### src/rtl/bus_xact_ctrl.sv
// bus_xact_ctrl: single-outstanding command-to-slave transaction controller with ack timeout
// Ports: clock, reset (async, active-high); cmd_* upstream command handshake;
//        rsp_* upstream response handshake; slv_* registered one-hot request to the slaves
//        with per-slave ack/rdata back; xact_count/err_count completed and timed-out totals.
module bus_xact_ctrl #(
   parameter int NUM_SLAVES = 4,
   parameter int TIMEOUT    = 16
) (
   input  logic                    clock,
   input  logic                    reset,
   input  logic                    cmd_valid,
   output logic                    cmd_ready,
   input  logic                    cmd_write,
   input  logic [7:0]              cmd_addr,
   input  logic [7:0]              cmd_wdata,
   output logic                    rsp_valid,
   input  logic                    rsp_ready,
   output logic [7:0]              rsp_rdata,
   output logic                    rsp_err,
   output logic [NUM_SLAVES-1:0]   slv_sel,
   output logic                    slv_write,
   output logic [7:0]              slv_addr,
   output logic [7:0]              slv_wdata,
   input  logic [NUM_SLAVES-1:0]   slv_ack,
   input  logic [NUM_SLAVES*8-1:0] slv_rdata,
   output logic [15:0]             xact_count,
   output logic [7:0]              err_count
);
   localparam int SW = $clog2(NUM_SLAVES);
   typedef enum logic [1:0] {IDLE, REQ, RESP} state_t;
   state_t     state;
   logic [7:0] timer;
   logic [7:0] sel_rdata;
   logic       ack;
   // slv_sel is one-hot while in REQ, so it doubles as the read-data mux select
   always_comb begin
      sel_rdata = '0;
      for (int k = 0; k < NUM_SLAVES; k++) sel_rdata = slv_sel[k] ? slv_rdata[8*k +: 8] : sel_rdata;
   end
   assign ack = |(slv_ack & slv_sel);
   always_ff @(posedge clock or posedge reset) begin
      if (reset) begin
         state      <= IDLE;
         cmd_ready  <= 1'b1;
         rsp_valid  <= 1'b0;
         rsp_rdata  <= '0;
         rsp_err    <= 1'b0;
         slv_sel    <= '0;
         slv_write  <= 1'b0;
         slv_addr   <= '0;
         slv_wdata  <= '0;
         timer      <= '0;
         xact_count <= '0;
         err_count  <= '0;
      end else begin
         case (state)
            IDLE: if (cmd_valid) begin
               state     <= REQ;
               cmd_ready <= 1'b0;
               slv_sel   <= NUM_SLAVES'(1) << cmd_addr[7 -: SW];
               slv_write <= cmd_write;
               slv_addr  <= cmd_addr;
               slv_wdata <= cmd_wdata;
               timer     <= '0;
            end
            // an ack on the timeout cycle still counts as a successful completion
            REQ: if (ack || timer == 8'(TIMEOUT - 1)) begin
               state     <= RESP;
               rsp_valid <= 1'b1;
               rsp_err   <= !ack;
               rsp_rdata <= (ack && !slv_write) ? sel_rdata : '0;
               slv_sel   <= '0;
               slv_write <= 1'b0;
            end else begin
               timer <= timer + 8'd1;
            end
            RESP: if (rsp_ready) begin
               state      <= IDLE;
               rsp_valid  <= 1'b0;
               cmd_ready  <= 1'b1;
               xact_count <= xact_count + 16'd1;
               if (rsp_err && err_count != 8'hff) err_count <= err_count + 8'd1;
            end
            default: state <= IDLE;
         endcase
      end
   end
endmodule

### config.mk
export PLATFORM = sky130hd
export DESIGN_NAME = bus_xact_ctrl
export DESIGN_NICKNAME = d
export VERILOG_FILES = /design/src/rtl/bus_xact_ctrl.sv
export SDC_FILE = /design/constraint.sdc
export NUM_CORES = 1
export LEC_CHECK = 0
export ABC_AREA = 0
export CAP_MARGIN = 25
export CORE_AREA = 3 3 87 89
export CTS_CLUSTER_SIZE = 14
export DETAILED_ROUTE_END_ITERATION = 7
export DIE_AREA = 0 0 90 92
export PLACE_DENSITY = 0.84
export SLEW_MARGIN = 15
export SYNTH_ARGS = -nofsm -noshare
export SYNTH_HDL_FRONTEND = slang
export SYNTH_SLANG_ARGS = --single-unit
### constraint.sdc
create_clock -name clock -period 2.82 [get_ports clock]
set_clock_uncertainty 0.2 [all_clocks]
set_input_delay 0.564 -clock clock [delete_from_list [all_inputs] [get_ports clock]]
set_output_delay 0.564 -clock clock [all_outputs]
set_load 0.03 [all_outputs]
==> impl_metrics.tcl <==
set metrics [dict create \
    n_antenna_cell 0 \
    ir_drop_mv 0.594 \
    synth_cell_types 46 \
    antenna_found_initial 0 \
    synth_top_area_cell "dfrtp_1" \
    hold_viol 0 \
    post-cts-setup-buffer-count 0 \
    hold_path_class "register to register" \
    cts_made_buffers 9 \
    grt_max_degree 38 \
    first_iter_violations 120 \
    synth_top_family_by_area "simple AND/OR/NAND/NOR gates" \
    grt_pass1_vias 2744 \
    synth-xor-area-share_pct 5.70 \
    area_growth_pct 45.9 \
    rr_worst_depth 5 \
    fin_crit_ns 2.44 \
    synth_area_per_cell_um2 10.1 \
    p_per_area_mw_per_mm2 957 \
    drc 0 \
    cts_root_buf "clkbuf_8" \
    cp_top_family "buffers and inverters" \
    drt_first_pass_iters 4 \
    gr-total-overflow 0 \
    cts_resized 0 \
    cts_tree "done" \
    placed_cells 504 \
    totalWireLength_um 7790 \
    drive_gt1_share_pct 7.08 \
    fin_ws_ns 0.381 \
    fmax_mhz 410 \
    num-fill-cells 543 \
    clk_pin_slew_ns 0.07 \
    drv_cap 0 \
    cts_max_level 3 \
    synthesis.area_mm2 0.00308 \
    synth_cells 304 \
    yosysSeqAreaShare_pct 53.7 \
    finalMaxSlewViolations 0 \
    slowest_stage "clkdlybuf4s50_1" \
    synth_warnings 0 \
    syn-num-nets 364 \
    cp_num_buf_inv 1 \
    placed_cell_area_mm2 0.00429 \
    core_mm2 0.00683 \
    path_cells "clkdlybuf4s50_1" \
    dr_total_vias 2709 \
    synth_area_leaders "dfrtp_1 (53%), nand2_1 (9.5%), xnor2_1 (3.7%), o31ai_1 (2.4%), a221oi_1 (2.3%)" \
    rsz0062_at_grt "no" \
    synth-edff-count 0 \
    synth_compound_area_share_pct 12.7 \
    clockBufferDepth 2 \
    nNetsFinal 479 \
    synthAdderAreaFrac_pct 1.22 \
    grt_pass1_wl_um 12900 \
    startpoint_type "register" \
    p_leak_uw 0.00200 \
    die_height_um 92 \
    dieArea_mm2 0.00828 \
    cp.required_ns 2.06 \
    insertion_delay_ns 0.33 \
    outcome "complete, no violations" \
    io_buffers 112 \
    cts_sinks 66 \
    async_flop_share_pct 100 \
    ctsHoldBuffers 0 \
    fin_crit_sh_pct 86.5 \
    worst_setup_path_end_kind "output pin" \
    relSlewSlack_pct 54.9 \
    finalSetupTns_ns 0 \
    setup_violations 0 \
    pre_cts_ws_ns 0.369 \
    yosysTopAreaCellShare_pct 52.9 \
    ys_ff_latch 66 \
    whs_path_depth 2 \
    gp_congestion 0.831 \
    synthMostInstantiatedCell "nand2_1" \
    viasPerCell 5.21 \
    io-pin-count 113 \
    wl_per_cell_um 15.0 \
    stdcell_count 520 \
    synthFlopType "dfrtp_1" \
    cp.arrival_ns 1.68 \
    final_util_pct 65.7 \
    design_area_mm2 0.00449 \
    drtAntennaViolNets 0 \
    cp_max_fo 12 \
    hpwl_um 5870 \
    critical_path_depth 1 \
    initial_core_util_pct 45.0 \
    num_rows 30 \
    critPathMaxStageDelay_ns 0.75 \
    track_usage_pct 19.2 \
    die_x_um 90 \
    synth_common_cells "nand2_1 (78), dfrtp_1 (65), xnor2_1 (13), nand3_1 (11), o31ai_1 (10)" \
    tightest_slew_ns 0.675 \
    synthSimpleGateAreaFrac_pct 21.3 \
    worstSetupPathType "register to output pin" \
    muxShareOfSynthArea_pct 1.67 \
]
[stage by stage]
step	hold WS [ns]	power, uW
6_report	0.260	4290
5_1_grt	0.284	4560
4_1_cts	0.265	4320
3_5_place_dp	0.251	3540
3_3_place_gp	0.250	3480
2_1_floorplan	0.266	2750
[metal layers]
metal / wire length [um] / share of wire (%) / track usage, % / up-vias
met5: 0 / 0 / 0 / -
met4: 218 / 2.8 / 9.06 / 0
met3: 441 / 5.7 / 5.09 / 20
met2: 3880 / 50 / 31.4 / 91
met1: 3250 / 42 / 23.6 / 1304
li1: - / - / - / 1294
[where the power goes]
| part | switching, uW | internal [uW] | total (uW) |
|---|---|---|---|
| sequential | 254 | 1230 | 1490 |
| combinational | 1150 | 882 | 2030 |
| clock | 369 | 406 | 775 |
| total | 1770 | 2520 | 4290 |
[flip-flops by register name, indices dropped and copies added, names as in the netlist]
register,count
xact_count,16
err_count,8
rsp_rdata,8
slv_addr,8
slv_wdata,8
timer,8
slv_sel,4
state,2
cmd_ready,1
rsp_err,1
rsp_valid,1
slv_write,1
[layout make-up]
| type | count | area [um2] | area share [%] |
|---|---|---|---|
| clock buffer | 9 | 124 | 2.76 |
| clock inverter | 7 | 70.1 | 1.56 |
| inverter | 9 | 33.8 | 0.753 |
| multi-input combinational | 214 | 1310 | 29.2 |
| sequential | 66 | 1650 | 36.8 |
| tap | 96 | 120 | 2.68 |
| timing repair buffer | 119 | 1170 | 26.2 |
[kinds of logic after synthesis]
kind of cell,Yosys count
AOI/OAI and AO/OA,50
xor gates and xnor gates,20
adders and majority gates,3
buffers and inverters,24
DFF,66
muxes,5
and+or+nand+nor,136
[placed cells by master, fill, tap and decap left out, types with 2 or more instances in the layout]
master,count
nand2b_1,3
xor2_1,7
and3_1,5
clkinv_2,3
and3b_1,2
nor2_1,4
o21a_1,2
a21oi_1,3
a32o_1,2
mux2i_1,4
buf_4,7
a221oi_1,8
o31ai_1,10
clkinv_4,2
o22ai_1,2
xnor2_1,13
a22o_1,8
or3_1,3
clkdlybuf4s50_1,112
a31oi_1,3
or4_1,3
o21ai_0,7
nor2b_1,9
nand2_1,78
clkbuf_8,9
dfrtp_1,65
inv_1,8
nor3_1,6
nand4_1,3
nand3_1,11
ha_1,3
[worst paths after layout]
check	startpoint	endpoint	slack [ns]
worst max-delay path	slv_sel[1]$_DFFE_PP0P_	slv_sel[1]	0.38
worst min-delay path	cmd_ready$_DFFE_PP1P_	cmd_ready$_DFFE_PP1P_	0.26
worst max register to register	timer[4]$_DFFE_PP0P_	slv_sel[1]$_DFFE_PP0P_	0.77
worst min register to register	cmd_ready$_DFFE_PP1P_	cmd_ready$_DFFE_PP1P_	0.26
max in group asynchronous	reset	cmd_ready$_DFFE_PP1P_	1.61
min in group asynchronous	reset	xact_count[14]$_DFFE_PP0P_	0.41
(Power assumes the default switching activity.)
